--- config.mk ---
export PLATFORM = sky130hd
export DESIGN_NAME = nco_clk_gen
export DESIGN_NICKNAME = d
export VERILOG_FILES = /design/src/rtl/nco_pkg.sv /design/src/rtl/nco_channel.sv /design/src/rtl/nco_clk_gen.sv
export SDC_FILE = /design/constraint.sdc
export NUM_CORES = 1
export LEC_CHECK = 0
export BUFFER_PORTS_ARGS = -buffer_cell sky130_fd_sc_hd__buf_2
export CAP_MARGIN = 20
export CORE_MARGIN = 10
export CORE_UTILIZATION = 50
export DETAILED_ROUTE_END_ITERATION = 10
export PLACE_DENSITY_LB_ADDON = 0.2
export RECOVER_POWER = 100
export SLEW_MARGIN = 20
export SYNTH_ARGS = -nofsm -noshare
export SYNTH_HDL_FRONTEND = slang
export SYNTH_SLANG_ARGS = --single-unit
--- constraint.sdc ---
create_clock -name clk -period 4.3 [get_ports clk]
set_clock_uncertainty 0.1 [all_clocks]
set_input_delay 0.86 -clock clk [delete_from_list [all_inputs] [get_ports clk]]
set_output_delay 0.86 -clock clk [all_outputs]
set_load 0.02 [all_outputs]
--- src/rtl/nco_pkg.sv ---
// Shared constants and helpers for the NCO clock generator.
// Pure definitions: no logic, no latency, no flow control.
package nco_pkg;

  localparam int NCH_MAX   = 16;
  localparam int ACC_W_MAX = 48;

  // Channel-select width; a single channel still gets a 1-bit select.
  function automatic int ch_w(input int n);
    return (n > 1) ? $clog2(n) : 1;
  endfunction

  // Reset step: quarter turn of the accumulator (f_clk/4).
  function automatic logic [ACC_W_MAX-1:0] def_step(input int acc_w);
    return ACC_W_MAX'(1) << (acc_w - 2);
  endfunction

  // Reset duty: half turn (50 % duty).
  function automatic logic [ACC_W_MAX-1:0] def_duty(input int acc_w);
    return ACC_W_MAX'(1) << (acc_w - 1);
  endfunction

endpackage

--- src/rtl/nco_channel.sv ---
// One NCO channel: accumulator, shadow/active step+duty, compare and wrap tick; outputs registered (1 cycle).
// No backpressure; retunes are held pending until a wrap or disable. Optional offset via NCO_PHASE_OFS_EN.
module nco_channel
  import nco_pkg::*;
#(
  parameter int               ACC_W    = 32,
  parameter logic [ACC_W-1:0] DEF_STEP = ACC_W'(def_step(ACC_W)),
  parameter logic [ACC_W-1:0] DEF_DUTY = ACC_W'(def_duty(ACC_W))
) (
  input  logic             clk,
  input  logic             rst_n,
  input  logic             en,
  input  logic             sync_clr,
  input  logic             wr,
  input  logic [ACC_W-1:0] cfg_step,
  input  logic [ACC_W-1:0] cfg_duty,
`ifdef NCO_PHASE_OFS_EN
  input  logic [ACC_W-1:0] cfg_ofs,
`endif
  output logic             clk_out,
  output logic             tick,
  output logic             pend
);

  logic [ACC_W-1:0] acc;
  logic [ACC_W-1:0] step_act, duty_act;
  logic [ACC_W-1:0] step_sh, duty_sh;
  logic [ACC_W-1:0] clr_val;
  logic [ACC_W:0]   sum;
  logic             carry;
  logic             apply;

  assign sum   = {1'b0, acc} + {1'b0, step_act};
  assign carry = en & sum[ACC_W] & ~sync_clr;
  // A write landing on the apply edge wins: it stays pending for the next wrap.
  assign apply = pend & ~wr & (carry | ~en);

`ifdef NCO_PHASE_OFS_EN
  logic [ACC_W-1:0] ofs;

  always_ff @(posedge clk or negedge rst_n) begin
    if (!rst_n)  ofs <= '0;
    else if (wr) ofs <= cfg_ofs;
  end

  assign clr_val = ofs;
`else
  assign clr_val = '0;
`endif

  always_ff @(posedge clk or negedge rst_n) begin
    if (!rst_n) begin
      step_sh  <= DEF_STEP;
      duty_sh  <= DEF_DUTY;
      step_act <= DEF_STEP;
      duty_act <= DEF_DUTY;
      pend     <= 1'b0;
    end else if (wr) begin
      step_sh <= cfg_step;
      duty_sh <= cfg_duty;
      pend    <= 1'b1;
    end else if (apply) begin
      step_act <= step_sh;
      duty_act <= duty_sh;
      pend     <= 1'b0;
    end
  end

  always_ff @(posedge clk or negedge rst_n) begin
    if (!rst_n) begin
      acc     <= '0;
      clk_out <= 1'b0;
      tick    <= 1'b0;
    end else if (sync_clr) begin
      acc     <= clr_val;
      clk_out <= 1'b0;
      tick    <= 1'b0;
    end else if (en) begin
      acc     <= sum[ACC_W-1:0];
      clk_out <= (sum[ACC_W-1:0] >= duty_act);
      tick    <= carry;
    end else begin
      clk_out <= 1'b0;
      tick    <= 1'b0;
    end
  end

endmodule

--- src/rtl/nco_clk_gen.sv ---
// Multi-channel NCO clock divider: decodes config writes per channel, fans out sync_clr; outputs registered (1 cycle).
// No backpressure. Macro NCO_PHASE_OFS_EN adds cfg_ofs, the per-channel phase loaded by sync_clr.
module nco_clk_gen
  import nco_pkg::*;
#(
  parameter int               NCH      = 4,
  parameter int               ACC_W    = 32,
  parameter logic [ACC_W-1:0] DEF_STEP = ACC_W'(def_step(ACC_W)),
  parameter logic [ACC_W-1:0] DEF_DUTY = ACC_W'(def_duty(ACC_W))
) (
  input  logic                   clk,
  input  logic                   rst_n,
  input  logic [NCH-1:0]         en,
  input  logic                   sync_clr,
  input  logic                   cfg_wr,
  input  logic [ch_w(NCH)-1:0]   cfg_ch,
  input  logic [ACC_W-1:0]       cfg_step,
  input  logic [ACC_W-1:0]       cfg_duty,
`ifdef NCO_PHASE_OFS_EN
  input  logic [ACC_W-1:0]       cfg_ofs,
`endif
  output logic [NCH-1:0]         clk_out,
  output logic [NCH-1:0]         tick,
  output logic [NCH-1:0]         cfg_pend
);

  localparam int CH_W = ch_w(NCH);

  // Selects beyond NCH-1 match no channel, so those writes drop silently.
  for (genvar i = 0; i < NCH; i++) begin : g_ch
    nco_channel #(
      .ACC_W    (ACC_W),
      .DEF_STEP (DEF_STEP),
      .DEF_DUTY (DEF_DUTY)
    ) u_ch (
      .clk      (clk),
      .rst_n    (rst_n),
      .en       (en[i]),
      .sync_clr (sync_clr),
      .wr       (cfg_wr && (cfg_ch == CH_W'(i))),
      .cfg_step (cfg_step),
      .cfg_duty (cfg_duty),
`ifdef NCO_PHASE_OFS_EN
      .cfg_ofs  (cfg_ofs),
`endif
      .clk_out  (clk_out[i]),
      .tick     (tick[i]),
      .pend     (cfg_pend[i])
    );
  end

endmodule

* Yosys cells after proc, flatten, opt, wreduce, memory -nomap -nowiden
Cells that the tools add are included.
** Cells by class
- Reductions and logical operators :: 17
- Multiplexer cells :: 32
- Bitwise gates (word level) :: 29
- Eq/ne operators :: 3
- $lt $le $gt $ge :: 4
- Add/sub/neg operators :: 4
** Operators by type and width (number)
- 32-bit 2-to-1 mux :: 8
- 32-bit by 32-bit adder with 33-bit output :: 4
- 32-bit >= comparator :: 4
- 1-bit 2-to-1 mux :: 24
- 1-bit AND :: 16
- 2-bit nonzero test :: 8
- 1-bit NOT :: 9
- 2-bit AND reduction :: 4
- 2-bit equality test, second input constant :: 2
- 1-bit logical AND :: 4
- 1-bit OR :: 4
- 2-bit by 1-bit equality test with 1-bit output, second input constant :: 1
- 2-bit zero test :: 1
** Word-level totals
- Output and inout port bits :: 12
- Bits in registers :: 652
- Bits of input ports :: 74
- Logic and storage cells :: 121

* Depth between registers and ports, before layout
Gate-level depths: netlist (run 1).
- Depth in word-level cells :: 7
- Mapped depth :: 20
- Gate-level depth less buffers :: 20

* Cells and area by module
From an unflattened synthesis (run 1), not the netlist that was laid out.
** Second synthesis, totals
- Cells, all modules :: 3472
- Area, all modules :: 38045.2 um2
** Modules (own cells, without submodules)
- nco_channel at g_ch[1].u_ch ... :: seq. area each 4083.9 um2, area each 8931.1 um2, times used 2, cells an instance 739
- nco_channel at g_ch[3].u_ch :: seq. area each 4083.9 um2, area each 10821.6 um2, times used 1, cells an instance 1085
- nco_channel at g_ch[0].u_ch :: seq. area each 4083.9 um2, area each 9323.9 um2, times used 1, cells an instance 905
- nco_clk_gen :: seq. area each 0.0 um2, area each 37.5 um2, times used 1, cells an instance 4

* Worst setup path after synthesis (run 1)
No wires, ideal clock.
- Path kind :: reg-to-reg
- Start point :: register g_ch[1].u_ch.step_act[0]
- End point :: register g_ch[1].u_ch.clk_out
- Slack :: 0.080 ns
- Data arrival time :: 3.987 ns
- Library setup time :: 0.133 ns
- Buffers on the path :: 0
- Cell stages (with the launch flop) :: 20
- Clock period less this slack :: 4.220 ns
- Required time :: 4.067 ns
- Path through :: dfrtp_1 > ha_1 > fa_1 > a211o_1 > a2111oi_4 > o32ai_2 > and3_1 > nor2_2 > o21ai_0 > a31oi_1 > xnor2_1 > ha_1 > a21o_1 > a21o_1 > a21oi_1 > nor2b_1 > o21ai_0 > nand2_1 > a2111oi_0 > nor2_1
** On the way
- Longest elaborated chain between the ends :: 4
** Ends and longest elaborated chain
- start, declared :: line nco_channel.sv:26 : logic [ACC_W-1:0] step_act, duty_act;
- start signal, assigned :: line nco_channel.sv:63 : step_act <= step_sh;
- 32-bit by 32-bit adder with 33-bit output :: line nco_channel.sv:33 : assign sum = {1'b0, acc} + {1'b0, step_act};
- 32-bit >= comparator :: line nco_channel.sv:80 : clk_out <= (sum[ACC_W-1:0] >= duty_act);
- 1-bit 2-to-1 mux :: line nco_channel.sv:78 : end else if (en) begin
- 1-bit 2-to-1 mux :: line nco_channel.sv:74 : end else if (sync_clr) begin
- end signal, assigned :: line nco_channel.sv:80
- end, declared :: line nco_channel.sv:20 : output logic clk_out,
Every way passes these cells.
A chain may end at the register's enable or synchronous reset.

* Worst setup path after layout (run 1)
- Start point :: register g_ch[1].u_ch.acc[0]
- End point :: register g_ch[1].u_ch.clk_out
** On the way
- Longest elaborated chain between the ends :: 4
** Ends and longest elaborated chain
- start, declared :: line nco_channel.sv:25 : logic [ACC_W-1:0] acc;
- start signal, assigned :: line nco_channel.sv:75 : acc <= clr_val;
- start signal, assigned :: line nco_channel.sv:79 : acc <= sum[ACC_W-1:0];
- 32-bit by 32-bit adder with 33-bit output :: line nco_channel.sv:33
- 32-bit >= comparator :: line nco_channel.sv:80
- 1-bit 2-to-1 mux :: line nco_channel.sv:78
- 1-bit 2-to-1 mux :: line nco_channel.sv:74
Every way passes these cells.

==> results by group, run 1 <==
Clock network
  • Clk sinks: 652
  • H-tree levels: 3
  • CTS tree: built
  • CTS buffer count: 75
  • CTS max path bufs: 3
  • CTS root buf: clkbuf_16
  • Worst-path clk slew: 0.06 ns
  • Clk_lat worst skew: 0.62 ns
  • # hold bufs at CTS: 0

Worst setup path
  • CP Class: reg -> reg
  • Crit path max fanout: 3
  • Worst EP arrival: 4.73 ns
  • Cell mode on critical path: a21o_1
  • Crit-path cells: ha_2, fa_2, a211o_4, a2111oi_4, o32ai_4, buf_6, a21oi_4, o21ba_4, o21ai_2, xor2_1, ha_1, a21o_1, a21o_1, a21o_1, a21o_1, a21oi_2, nor2b_2, a2111oi_4, nor2_1
  • WP data required: 4.69 ns
  • Worst path slowest cell: a2111oi_4
  • Worst r2r src: g_ch[1].u_ch.acc[0]
  • Crit path depth: 19
  • Crit. End Element: register
  • Crit path launch: g_ch[1].u_ch.acc[0]
  • Slowest stage delay, CP: 0.43 ns
  • CP bufs+invs: 1
  • Worst Reg-to-Reg Cells: 19
  • CP delay by family, top: compound AO/OA/AOI/OAI gates
  • Setup crit start kind: register

Cells and area
  • Final instance area: 0.04067 mm^2
  • Post-layout util: 58.08%
  • Final net count: 3540
  • Layout cell share with drive strength beyond 1: 28.59%
  • Finished Layout Cells: 4201
  • # fillers: 5837
  • Area grow syn2layout: 14.98%

Floorplan
  • Die width: 286.0 um
  • Core box area: 0.07003 mm^2
  • # rows: 97
  • Initial core utilization: 50.52%
  • Area of the die: 0.08179 mm^2
  • Die height: 286.0 um
  • I/O pin count: 86

Place
  • Post-DP Area: 0.03757 mm^2
  • I/O Buffers: 85
  • Placed cells: 4035
  • Placement Setup Slack: -0.2130 ns
  • Gpl congestion: 0.9371
  • Dpl hpwl: 65620 um

Synthesis
  • Main combinational cell family by area after synthesis: multiplexers
  • Sequential-to-total area share from yosys stat: 46.18%
  • Synth Instances: 2992
  • Count leader, synth: dfrtp_1
  • Compound-Gate Fraction of Synth Area: 10.31%
  • Synth cell types: 94
  • Simple-gate share of the synthesized area: 7.120%
  • Main synth FF type: dfrtp_1
  • Adder-Cell Fraction of Synth Area: 9.281%
  • Syn_nets: 3326
  • Yosys warnings: 0
  • #FFs+latches synth: 652
  • Top cell type's share of synthesized area: 44.99%
  • Main area contributors after synthesis: dfrtp_1 45%, mux2_2 11%, ha_1 9.1%, mux2_4 5.1%, mux2i_1 2.7%
  • Avg Cell Area, Syn: 11.82 um^2
  • Synth Cell Area: 0.03538 mm^2
  • Post-synth ARST share: 100.0%
  • Post-synth EDFFs: 0
  • Synth area leader: dfrtp_1
  • Mux contribution to synthesized area: 20.23%
  • Post-synth top cells: 636 x dfrtp_1, 332 x mux2_2, 256 x ha_1
  • Post-Synth XOR/XNOR Area: 2.922%

Hold path
  • Hold Path Depth: 1
  • Hold_sp: g_ch[1].u_ch.step_sh[20]
  • Worst Hold Class: reg -> reg

Drt
  • Routed len/inst: 21.20 um
  • Routed vias/inst: 5.660
  • Vias: 23779
  • DRT Pass-1 Iters: 5
  • WL final: 89050 um
  • Post-DRT Antenna Nets: 0
  • Iteration-0 DRC Markers: 1361
  • Remaining DRCs: 0

Run
  • Max-Cap Viols: 11

Timing
  • Slew headroom: -75.32%
  • F_max: 230.9 MHz
  • Final period util: 100.7%
  • Final WS setup: -0.03103 ns
  • RSZ-0062 raised after global routing: true
  • Max Slew Vio Count: 393
  • Final setup violation count: 2
  • Worst-margin pin slew: 2.630 ns
  • Final Hold Vio Count: 0
  • Period minus WS final: 4.331 ns

Run status
  • Failing checks: max-capacitance violations, max-slew violations, negative setup slack
  • Status: finished with violations

Power and ir drop
  • PD cells: 865.6 mW/mm^2
  • Worst vdd ir: 0.4882 mV
  • Leak Pwr: 0.01980 uW

Global route
  • Vias in the first global route: 24752
  • GR peak layer: met2
  • Gr usage total: 21.62%
  • Initial antenna violation count: 6
  • Largest net degree at the start of global routing: 89
  • Met2 usage: 35.23%
  • Total congestion overflow: 0
  • First-pass GRT wire length: 141300 um
  • Met3 usage: 3.052%
  • GR Util met1: 29.13%
[final timing paths]
kind                                              to  slack (ns)
max in group asynchronous  g_ch[2].u_ch.step_act[31]        1.00
hold reg to reg            g_ch[1].u_ch.step_act[20]        0.38
min in group asynchronous    g_ch[0].u_ch.duty_sh[2]        0.80
hold / removal             g_ch[1].u_ch.step_act[20]        0.38
setup / recovery                g_ch[1].u_ch.clk_out       -0.03
setup reg to reg                g_ch[1].u_ch.clk_out       -0.03
[stage by stage]
| stage | setup TNS [ns] | hold WS, ns | power, uW |
|---|---|---|---|
| 6_report | -0.05055 | 0.3761 | 35210 |
| 5_1_grt | -0.5437 | 0.3961 | 38000 |
| 4_1_cts | 0 | 0.1949 | 34320 |
| 3_5_place_dp | -0.3775 | 0.3665 | 27170 |
| 3_3_place_gp | -0.5112 | 0.3609 | 26710 |
| 2_1_floorplan | 0 | 0.3522 | 21970 |
[layer usage]
layer	share of wire [%]	wire length, um
met1	45	40070
met5	0.077	69
met3	4.0	3558
met2	47	42200
met4	3.5	3150
[flip-flops by register name (all words and copies together), names as in the netlist]
name / cells
g_ch.u_ch.tick: 4
g_ch.u_ch.pend: 4
g_ch.u_ch.step_sh: 128
g_ch.u_ch.duty_act: 128
g_ch.u_ch.duty_sh: 128
g_ch.u_ch.step_act: 128
g_ch.u_ch.acc: 128
g_ch.u_ch.clk_out: 4
[power by group]
group,switching [uW],total (uW),leakage [uW],internal [uW]
Clock,2560,6520,0.00125,3960
Sequential,1310,9660,0.00795,8350
Combinational,9920,19000,0.0106,9110
Total,13800,35200,0.0198,21400
[final cells by class]
class | count | area, um^2 | area share, %
Timing Repair Buffer | 272 | 1877 | 4.614
Sequential cell | 652 | 16340 | 40.16
Antenna cell | 1 | 2.502 | 0.006152
Clock inverter | 23 | 271.5 | 0.6675
Clock buffer | 108 | 2266 | 5.571
Multi-Input combinational cell | 2036 | 18110 | 44.53
Inverter | 169 | 634.4 | 1.560
Tap cell | 940 | 1176 | 2.892
[placed cells by master, fill, tap and decap left out, drive strengths merged, types with 13 or more instances in the layout]
| cell | count |
|---|---|
| a21oi | 143 |
| xor2 | 41 |
| ha | 256 |
| nor2b | 29 |
| nand2b | 25 |
| and3 | 22 |
| o21a | 16 |
| a2111oi | 13 |
| o21bai | 21 |
| o211ai | 15 |
| clkinv | 15 |
| dfstp | 16 |
| nand4 | 43 |
| mux2 | 512 |
| clkbuf | 148 |
| dfrtp | 636 |
| nor3 | 24 |
| inv | 170 |
| mux2i | 94 |
| xnor2 | 77 |
| nor2 | 199 |
| a211oi | 16 |
| nand2 | 94 |
| a31oi | 22 |
| a21o | 108 |
| buf | 232 |
| nand3 | 39 |
| o21ai | 87 |
[cell families (layout without fill, tap and decap cells)]
logic type                 Yosys count  in the layout
AOI/OAI and AO/OA                  530            530
xor gates and xnor gates           118            118
adders and majority gates          260            260
buffers and inverters              304            572
DFF                                652            652
muxes                              606            606
other                                0              1
and+or+nand+nor                    522            522
[repair_timing]
action | 4_1_cts | 5_1_grt
pin swaps | 25 | 79
setup buffers | 13 | 21
resized for setup | 31 | 88
endpoints found under the setup margin | 3 | 4
(Power assumes the default switching activity.)
==> run 2, diff against run 1 <==
PLACE_DENSITY = 0.79   (was unset)
PLACE_DENSITY_LB_ADDON = unset   (was 0.2)
==> results by group, run 2 (synthesis gave the netlist of run 1 again) <==
Clock network
  • CTS tree: built
  • Worst-path clk slew: 0.06 ns (about the same)
  • # hold bufs at CTS: 0 (unchanged)
  • Clk_lat worst skew: 0.63 ns (about the same)
  • H-tree levels: 3 (unchanged)
  • CTS max path bufs: 3 (unchanged)
  • Clk sinks: 652 (unchanged)
  • CTS root buf: clkbuf_16
  • CTS buffer count: 71 (-5.3%)

Worst setup path
  • CP delay by family, top: compound AO/OA/AOI/OAI gates
  • Cell mode on critical path: a21o_1
  • Crit. End Element: register
  • Worst path slowest cell: dfrtp_1
  • Slowest stage delay, CP: 0.39 ns (-0.04 ns)
  • Crit-path cells: ha_1, a211oi_2, o211ai_1, buf_4, a41oi_2, o21ai_0, a21oi_1, nor3_1, nor2_1, xnor2_1, ha_1, a21o_1, a21o_1, a21o_1, a21o_1, a21oi_1, nor2b_1, o21ai_0, a31oi_2, o221a_2
  • Worst EP arrival: 4.67 ns (-0.06 ns)
  • CP bufs+invs: 1 (unchanged)
  • Setup crit start kind: register
  • CP Class: reg -> reg
  • Crit path max fanout: 3 (unchanged)
  • WP data required: 4.68 ns (about the same)

Run status
  • Failing checks: max-capacitance violations, max-slew violations
  • Status: finished with violations

Timing
  • RSZ-0062 raised after global routing: true
  • Slew headroom: -104.0% (-29 points)
  • Max Slew Vio Count: 370 (-5.9%)
  • Final setup violation count: 0 (-2)
  • F_max: 233.0 MHz (+0.93%)
  • Final WS setup: 0.009010 ns (+0.04004 ns)
  • Final Hold Vio Count: 0 (unchanged)
  • Worst-margin pin slew: 3.060 ns (+0.4300 ns)
  • Final period util: 99.79% (-0.93 points)
  • Period minus WS final: 4.291 ns (-0.04004 ns)

Cells and area
  • Area grow syn2layout: 12.86%
  • Multi-input logic area: 0.01801 mm^2 (-0.53%)
  • Final instance area: 0.03993 mm^2 (-1.8%)
  • Finished Layout Cells: 4156 (-1.1%)
  • Most frequent cells in the layout: 636 x dfrtp_1, 332 x mux2_2, 250 x ha_1
  • Layout cell share with drive strength beyond 1: 26.47% (-2.1 points)
  • FF/Latch Area: 0.01634 mm^2 (unchanged)
  • Final net count: 3495 (-1.3%)
  • Most common cell after layout, fill and taps aside: dfrtp_1
  • # fillers: 5697 (-2.4%)

Place
  • Dpl hpwl: 61650 um (-6.1%)
  • Gpl congestion: 0.9667 (+3.2%)
  • I/O Buffers: 85 (unchanged)
  • Post-DP Area: 0.03730 mm^2 (-0.73%)
  • Placement Setup Slack: -0.2077 ns (+0.005289 ns)
  • Placed cells: 4005 (-0.74%)

Power and ir drop
  • Clock share of power: 18.1% (-0.4 points)
  • Sequential Power Share: 28.5% (+1.1 points)
  • Combinational share of power: 53.4% (-0.6 points)
  • Switching share of power: 39.67% (+0.50 points)
  • PD cells: 851.2 mW/mm^2 (-1.7%)
  • Leak Pwr: 0.01939 uW (-2.0%)
  • Net Switching: 13480 uW (-2.2%)
  • Worst vdd ir: 0.3799 mV (-22%)
  • Total Power: 33980 uW (-3.5%)
  • Internal: 20500 uW (-4.3%)

Floorplan
  • Die height: 286.0 um (unchanged)
  • Die width: 286.0 um (unchanged)
  • Area of the die: 0.08179 mm^2 (unchanged)
  • I/O pin count: 86 (unchanged)
  • # rows: 97 (unchanged)
  • Initial core utilization: 50.52% (unchanged)
  • Core box area: 0.07003 mm^2 (unchanged)

Global route
  • Largest net degree at the start of global routing: 96 (+7.9%)
  • Initial antenna violation count: 6 (unchanged)
  • First-pass GRT wire length: 137600 um (-2.6%)
  • Gr usage total: 20.88% (-0.74 points)
  • Total congestion overflow: 0 (unchanged)
  • Vias in the first global route: 24652 (-0.40%)

Drt
  • Iteration-0 DRC Markers: 1648 (+21%)
  • WL final: 85520 um (-4.0%)
  • Routed vias/inst: 5.724 (+1.1%)
  • Routed len/inst: 20.58 um (-2.9%)
  • Remaining DRCs: 0 (unchanged)
  • Vias: 23789 (+0.042%)
  • DRT Pass-1 Iters: 6 (+1)
  • Post-DRT Antenna Nets: 0 (unchanged)

Hold path
  • Worst Hold Class: reg -> reg

Run
  • Max-Cap Viols: 8 (-3)
-- run 2: metal layers --
metal	share of wire [%]	GRT usage, %
met5	0.090	0
met4	4.2	8.475
met3	5.0	3.282
met2	47	34.17
met1	44	27.38
-- run 2: timing repair --
action,in CTS,in global routing
setup buffers,11,12
gates resized for setup,28,69
hold endpoints to repair,0,0
pin swaps,23,67
setup endpoints to repair,3,4
-- run 2: path summary, 6_finish.rpt --
check | cells past startpoint | end | from | slack, ns
setup reg to reg | 20 | g_ch[3].u_ch.clk_out | g_ch[3].u_ch.step_act[6] | 0.009
min in group asynchronous | 1 | g_ch[1].u_ch.acc[30] | rst_n | 0.91
hold / removal | 1 | g_ch[1].u_ch.step_act[23] | g_ch[1].u_ch.step_sh[23] | 0.38
hold reg to reg | 1 | g_ch[1].u_ch.step_act[23] | g_ch[1].u_ch.step_sh[23] | 0.38
max in group asynchronous | 2 | g_ch[0].u_ch.step_sh[18] | rst_n | 0.51
setup / recovery | 20 | g_ch[3].u_ch.clk_out | g_ch[3].u_ch.step_act[6] | 0.009
-- run 2: layout make-up --
class                   instances  area share, %
inverters                     169          1.589
repair buffers                231          3.582
multi-input cells            2036          45.12
clock buffers                  97          5.105
diodes                          1       0.006268
well taps                     940          2.946
flip-flops and latches        652          40.92
clock inverters                30         0.7364
-- run 2: power groups by stage --
stage / registers (uW) / clock network, uW / logic (uW)
2_1_floorplan: 9270 / 0 / 12700
3_3_place_gp: 9630 / 0 / 16400
3_5_place_dp: 9730 / 0 / 16800
4_1_cts: 9670 / 6250 / 17400
5_1_grt: 9970 / 6490 / 20200
6_report: 9690 / 6130 / 18200
-- run 2: stage by stage --
stage,setup TNS [ns],util [%],hold slack (ns)
floorplan,0,-,0.3522
global placement,-0.2866,53.26,0.3606
detailed placement,-0.5602,53.26,0.3698
global route,-9.424,57.01,0.4026
CTS,0,56.87,0.2219
finish,0,57.01,0.3778
